File: config.mk
export PLATFORM = sky130hd
export DESIGN_NAME = enemy_sprite_ctrl
export DESIGN_NICKNAME = d
export VERILOG_FILES = /design/src/rtl/enemy_sprite_ctrl.sv
export SDC_FILE = /design/constraint.sdc
export NUM_CORES = 1
export LEC_CHECK = 0
export CORE_MARGIN = 2
export CORE_UTILIZATION = 51
export CTS_CLUSTER_DIAMETER = 200
export DETAILED_ROUTE_END_ITERATION = 6
export DONT_BUFFER_PORTS = 1
export HOLD_SLACK_MARGIN = 0.1
export PLACE_DENSITY_LB_ADDON = 0.05
export SLEW_MARGIN = 40
export SYNTH_ARGS = -nofsm -noshare
export SYNTH_HDL_FRONTEND = slang
export SYNTH_SLANG_ARGS = --single-unit
File: constraint.sdc
create_clock -name clk -period 5.4 [get_ports clk]
set_input_delay 0 -clock clk [delete_from_list [all_inputs] [get_ports clk]]
set_output_delay 0 -clock clk [all_outputs]
set_load 0.03 [all_outputs]
File: src/rtl/enemy_sprite_ctrl.sv
// enemy_sprite_ctrl: sprite-RAM read addressing with a chroma-keyed pixel
// pipeline, vblank-gated host write sequencing, and a frame-synchronous
// double-buffered sprite position.
// Optional macro ENEMY_MIRROR_EN adds a horizontal-mirror (flip) register.
//
// Write FSM states:
//   state    | meaning
//   S_IDLE   | no write pending; accepts wr_req
//   S_HOLD   | write captured, waiting for vblank
//   S_COMMIT | single cycle driving ram_we / wr_ack
module enemy_sprite_ctrl #(
  parameter int                    DATA_WIDTH = 12,
  parameter int                    ADDR_WIDTH = 12,
  parameter int                    SPR_W_BITS = 6,
  parameter logic [DATA_WIDTH-1:0] KEY_COLOR  = 12'hF0F
) (
  input  logic                  clk,
  input  logic                  reset,
  input  logic [10:0]           x,
  input  logic [10:0]           y,
  input  logic                  frame_start,
  input  logic                  vblank,
  input  logic                  pos_wr,
  input  logic [10:0]           pos_x,
  input  logic [10:0]           pos_y,
  input  logic                  vis_in,
  input  logic                  flip_in,
  input  logic                  wr_req,
  input  logic [ADDR_WIDTH-1:0] wr_addr,
  input  logic [DATA_WIDTH-1:0] wr_data,
  output logic                  wr_ack,
  output logic                  busy,
  output logic [ADDR_WIDTH-1:0] ram_addr_r,
  input  logic [DATA_WIDTH-1:0] ram_dout,
  output logic                  ram_we,
  output logic [ADDR_WIDTH-1:0] ram_addr_w,
  output logic [DATA_WIDTH-1:0] ram_din,
  output logic [DATA_WIDTH-1:0] rgb,
  output logic                  en
);

  localparam int          SPR_H_BITS = ADDR_WIDTH - SPR_W_BITS;
  localparam logic [11:0] SPR_W      = 12'(2 ** SPR_W_BITS);
  localparam logic [11:0] SPR_H      = 12'(2 ** SPR_H_BITS);

  typedef enum logic [1:0] {S_IDLE, S_HOLD, S_COMMIT} wr_state_t;

  logic [10:0] r_sh_x, r_sh_y, r_act_x, r_act_y;
  logic        r_sh_vis, r_act_vis;
  logic        r_hit_d, r_en;
  logic [DATA_WIDTH-1:0] r_rgb;
  wr_state_t   r_state, w_state_nxt;
  logic [ADDR_WIDTH-1:0] r_wr_addr;
  logic [DATA_WIDTH-1:0] r_wr_data;

  logic [11:0] w_x12, w_y12, w_ax12, w_ay12, w_ax_end, w_ay_end;
  logic        w_hit, w_en_nxt;
  logic [SPR_W_BITS-1:0] w_dx, w_xo;
  logic [SPR_H_BITS-1:0] w_dy;

`ifdef ENEMY_MIRROR_EN
  logic r_sh_flip, r_act_flip;

  // Flip bit follows the same shadow/active path as the position.
  always_ff @(posedge clk) begin
    if (reset) begin
      r_sh_flip  <= 1'b0;
      r_act_flip <= 1'b0;
    end else begin
      if (frame_start) r_act_flip <= r_sh_flip;
      if (pos_wr)      r_sh_flip  <= flip_in;
    end
  end

  assign w_xo = r_act_flip ? ~w_dx : w_dx;
`else
  logic w_unused_flip;
  assign w_unused_flip = flip_in;
  assign w_xo          = w_dx;
`endif

  // Shadow takes host updates; active copies the pre-update shadow at frame start.
  always_ff @(posedge clk) begin
    if (reset) begin
      r_sh_x    <= '0;
      r_sh_y    <= '0;
      r_sh_vis  <= 1'b0;
      r_act_x   <= '0;
      r_act_y   <= '0;
      r_act_vis <= 1'b0;
    end else begin
      if (frame_start) begin
        r_act_x   <= r_sh_x;
        r_act_y   <= r_sh_y;
        r_act_vis <= r_sh_vis;
      end
      if (pos_wr) begin
        r_sh_x   <= pos_x;
        r_sh_y   <= pos_y;
        r_sh_vis <= vis_in;
      end
    end
  end

  // 12-bit compare so a sprite hanging past column/row 2047 does not wrap.
  assign w_x12    = {1'b0, x};
  assign w_y12    = {1'b0, y};
  assign w_ax12   = {1'b0, r_act_x};
  assign w_ay12   = {1'b0, r_act_y};
  assign w_ax_end = w_ax12 + SPR_W;
  assign w_ay_end = w_ay12 + SPR_H;
  assign w_hit    = r_act_vis && (w_x12 >= w_ax12) && (w_x12 < w_ax_end)
                    && (w_y12 >= w_ay12) && (w_y12 < w_ay_end);

  // Only the low offset bits matter once hit is known.
  assign w_dx       = x[SPR_W_BITS-1:0] - r_act_x[SPR_W_BITS-1:0];
  assign w_dy       = y[SPR_H_BITS-1:0] - r_act_y[SPR_H_BITS-1:0];
  assign ram_addr_r = w_hit ? {w_dy, w_xo} : '0;

  assign w_en_nxt = r_hit_d && (ram_dout != KEY_COLOR);

  // Hit is delayed to line up with the RAM's registered read data.
  always_ff @(posedge clk) begin
    if (reset) begin
      r_hit_d <= 1'b0;
      r_en    <= 1'b0;
      r_rgb   <= '0;
    end else begin
      r_hit_d <= w_hit;
      r_en    <= w_en_nxt;
      r_rgb   <= w_en_nxt ? ram_dout : '0;
    end
  end

  assign en  = r_en;
  assign rgb = r_rgb;

  // Write FSM state register.
  always_ff @(posedge clk) begin
    if (reset) r_state <= S_IDLE;
    else       r_state <= w_state_nxt;
  end

  // Write FSM next-state logic.
  always_comb begin
    w_state_nxt = r_state;
    case (r_state)
      S_IDLE:   if (wr_req) w_state_nxt = S_HOLD;
      S_HOLD:   if (vblank) w_state_nxt = S_COMMIT;
      S_COMMIT: w_state_nxt = S_IDLE;
      default:  w_state_nxt = S_IDLE;
    endcase
  end

  // Captured only when idle, so requests while busy cannot disturb a pending write.
  always_ff @(posedge clk) begin
    if (reset) begin
      r_wr_addr <= '0;
      r_wr_data <= '0;
    end else if (r_state == S_IDLE && wr_req) begin
      r_wr_addr <= wr_addr;
      r_wr_data <= wr_data;
    end
  end

  assign busy       = (r_state != S_IDLE);
  assign ram_we     = (r_state == S_COMMIT);
  assign wr_ack     = (r_state == S_COMMIT);
  assign ram_addr_w = r_wr_addr;
  assign ram_din    = r_wr_data;

endmodule
**After elaboration in Yosys (flattened, before gate mapping)**

Cells that the tools add are included.

- Add/sub/neg operators: 4
- $lt $le $gt $ge: 4
- Eq/ne operators: 5
- Muxes and demuxes: 4
- Bitwise operators: 1
- Reductions and logical operators: 10

Operators by type and width:

| operator | number |
|---|---|
| $add A11 B7 Y12 const B | 2 |
| $lt A11 B12 Y1 | 2 |
| $ge A11 B11 Y1 | 2 |
| $mux W12 | 1 |
| $ne A12 B12 Y1 const B | 1 |
| $sub A6 B6 Y6 | 2 |
| $logic_and A1 B1 Y1 | 6 |
| $mux W2 | 2 |
| $ne A2 B2 Y1 const B | 2 |
| $pmux W2 S2 | 1 |
| $eq A2 B1 Y1 const B | 1 |
| $eq A2 B2 Y1 const B | 1 |
| $logic_not A2 Y1 | 1 |
| $reduce_and A2 Y1 | 1 |
| $reduce_bool A2 Y1 | 1 |
| $reduce_or A2 Y1 | 1 |
| $not A1 Y1 | 1 |

- Flip-flop bits (word level): 86
- Input bits: 88
- Output and inout bits: 52
- Logic and storage cells: 40

**Depth between registers and ports, before layout**

- Word-level depth: 6
- Gate-level depth with buffers: 10
- Gate-level depth less buffers: 9

**Least setup slack after synthesis**

Ideal clock, no wire load.

- Path kind: reg2out
- Start point: register r_act_y[6]
- End point: output ram_addr_r[9]
- Arrival time: 2.319 ns
- Required time: 5.400 ns
- Setup slack: 3.081 ns
- Cell stages (with the launch flop): 10
- Path buffers: 0
- Cells stage by stage: dfxtp_1 -> ha_1 -> nand3_1 -> xnor2_1 -> ha_1 -> inv_1 -> a311oi_1 -> a211oi_2 -> o2111ai_2 -> nor3b_1

- Cells in the longest elaborated chain, start to end: 4
- Elaborated cells on any way between the ends: 6
- Those cells by class: add/sub (1); order compare (2); mux (1); reduce/logical (2)

Ends and longest elaborated chain:

| item | line | source |
|---|---|---|
| from (decl) | 48 | `logic [10:0] r_sh_x, r_sh_y, r_act_x, r_act_y;` |
| from (signal assigned) | 94 | `r_act_y <= r_sh_y;` |
| $add A11 B7 Y12 or $ge A11 B11 Y1 (tied branches) | 111, 113 |  |
| $lt A11 B12 Y1 or $logic_and A1 B1 Y1 (tied branches) | 113 | `&& (w_y12 >= w_ay12) && (w_y12 < w_ay_end);` |
| $logic_and A1 B1 Y1 (*) | 113 |  |
| $mux W12 (*) | 118 | `assign ram_addr_r = w_hit ? {w_dy, w_xo} : '0;` |
| to (decl) | 33 | `output logic [ADDR_WIDTH-1:0] ram_addr_r,` |

Every way passes the cells marked *; elsewhere a longest branch is shown, timed or not.

**Final worst setup path**

Same ends and word-level chain as after synthesis.

==> out/metrics.yaml <==
synth:
  synth-seq-cells: 86
  synth_edf_count: 0
  yosysSeqAreaShare_pct: 40.2
  ys_types: 52
  synth_top_flop_cell: "dfxtp_1"
  yosys.area.top_type_share_pct: 40.2
  netlist_instances: 480
  synth_area_leader_cell: "dfxtp_1"
  synth_nets: 604
  syn-cell-area_sq_um: 4280
  yosysWarnings: 0
  synth_area_per_cell_sq_um: 8.92
  async_reset_ff_share_pct: 0
  synth.area.top_cells: "dfxtp_1 (40%), mux2i_1 (11%), ha_1 (9.9%), nand2_1 (5.0%), nor2_1 (5.0%)"
sta:
  finalCriticalPeriod_ns: 3.08
  rsz0062_at_grt: "no"
  worstMarginPinSlew_ns: 0.770
  clock_skew_ns: 0.0100
  fin_crit_sh_pct: 57.0
  setup_viol: 0
  drv_slew: 0
  tns_ns: 0
  finalHoldViolations: 0
  slew_headroom_pct: 48.6
  achievable-frequency_mhz: 325
routing:
  wl_per_cell_um: 15.5
  vias: 3572
  drtAntennaViolNets: 0
  viasPerCell: 5.23
  finalWirelength_um: 10600
  first_pass_iters: 4
  drcViolationCount: 0
  initialDrtViolationCount: 118
cts:
  max-clock-path-buffers: 2
  cts_sinks: 86
  htree_levels: 3
  cts.repair.resized: 0
  cts_root_buf: "clkbuf_8"
  cts_inserted_buffers: 9
  clk_pin_slew_ns: 0.09
  clkLatencyLatePin_ns: 0.35
  cts_tree: "done"
final_layout:
  area_growth_pct: 30.7
  drive_above_1_share_pct: 7.44
  finalNetCount: 697
  final_cells: 683
  final_common_cell: "dlygate4sd3_1"
  layout_common_cells: "dlygate4sd3_1 (100), dfxtp_1 (86), nor2_1 (57), nand2_1 (57), mux2i_1 (46)"
  antenna_cells: 0
floorplanning:
  pin_count: 140
  die-area_sq_um: 9150
  core-area_sq_um: 8180
  rows: 33
  dieHeight_um: 95.6
  start_util_pct: 52.4
  die_w_um: 95.6
setup_path:
  start_kind: "flop"
  r2r_slack_ns: 2.94
  worstPathRequired_ns: 5.40
  cp-end-kind: "primary output"
  arrival_ns: 3.08
  path_max_fanout: 7
  crit_type: "flop to primary output"
global_routing:
  grt_pass1_vias: 3526
  grt_max_degree: 75
  grt_pass1_wl_um: 16700
  grt_use_met3_pct: 8.30
  met1_usage_pct: 27.7
  grt.overflow.total: 0
  grtUsageTotal_pct: 23.5
  antenna_found_initial: 0
  busiest_layer: "met2"
  grtUsageMet2_pct: 41.1
power_and_ir_drop:
  p_per_area_nw_per_um2: 246
  ir_drop_mv: 0.207
  leakage_nw: 2.31
placement:
  port_buffers: 0
  place_congestion: 0.797
  hpwlAfterDp_um: 6860
  dp.cells: 564
hold_path:
  min-delay-path-class: "primary input to flop"
job:
  cap_viol_max_count: 0
status:
  status: "completed"
==> logic make-up after synthesis <==
group	share of synthesized area [%]
flops	40.2
compound gates	10.8
xor+xnor	2.04
mux	11.0
buf+inv	5.55
simple gates	19.5
fa+ha+maj	10.9
==> repair_timing <==
item	CTS	global route
hold endpoints to repair	86	0
hold buffers	102	0
buffers inserted	0	0
==> final timing paths <==
kind | startpoint | endpoint | depth (start not counted)
worst max-delay path | r_act_y[6] | ram_addr_r[9] | 10
worst min-delay path | wr_req | ram_din[3] | 3
worst max register to register | r_act_y[6] | r_hit_d | 10
worst min register to register | r_state[1] | r_state[1] | 1
==> layer usage <==
metal	wire length, um	share of wire, %	vias up
met1	4460	42	1663
met2	5340	50	91
met4	86	0.81	0
met5	0	0	-
met3	714	6.7	9
li1	-	-	1809
==> critical path, stage by stage, from the launching register on <==
cell	delay (ns)
dfxtp_1	0.47
ha_1	0.24
nand3_1	0.11
xnor2_1	0.14
ha_1	0.29
inv_1	0.06
a311oi_1	0.05
a211oi_2	0.26
o2111ai_2	0.34
buf_4	0.30
nor3b_2	0.47
==> registers in the layout, indices dropped and copies added, names as in the netlist <==
signal	flops
rgb	12
r_sh_x	11
en	1
r_sh_vis	1
r_act_vis	1
ram_din	12
r_state	2
r_act_x	11
r_sh_y	11
ram_addr_w	12
r_act_y	11
r_hit_d	1
==> power by group <==
group          internal (mW)  switching (mW)  total (mW)
registers              0.662          0.0430       0.705
clock network          0.196           0.233       0.429
logic                  0.129           0.114       0.243
total                  0.988           0.389        1.38
==> area by class of cell <==
cell class	count	area (sq um)
Fill cell	661	2580
Multi-Input combinational cell	336	2350
Sequential cell	86	1720
Timing Repair Buffer	105	1070
Clock buffer	11	151
Inverter	35	131
Tap cell	105	131
Clock inverter	5	42.5
==> Yosys cell counts (all sizes together) (2+ instances only) <==
cell,number
nor3,16
nor2b,7
nand4b,2
a211oi,4
xnor2,10
buf,11
nand2,57
nor3b,2
clkbuf,12
nand3,7
o31ai,2
mux2i,46
o21ai,10
and2,14
a21o,2
fa,2
o2111ai,2
inv,35
dfxtp,86
nand2b,2
o21a,3
ha,34
nand4,2
nor2,57
a21oi,36
==> metrics by stage <==
stage                     worst slack [ns]  hold slack (ns)  util, %  total power [mW]  instance area [sq um]
after floorplan                       3.08            0.122        -             0.858                   4280
after global placement                2.45           0.0759     52.9             0.870                   4320
after detailed placement              2.67           0.0785     53.2             0.875                   4350
after CTS                             2.27            0.180     68.4              1.38                   5590
after global routing                  2.06            0.107     68.5              1.44                   5600
final                                 2.32           0.0969     68.5              1.38                   5600
Note: power is estimated with default switching activity, not from simulation.
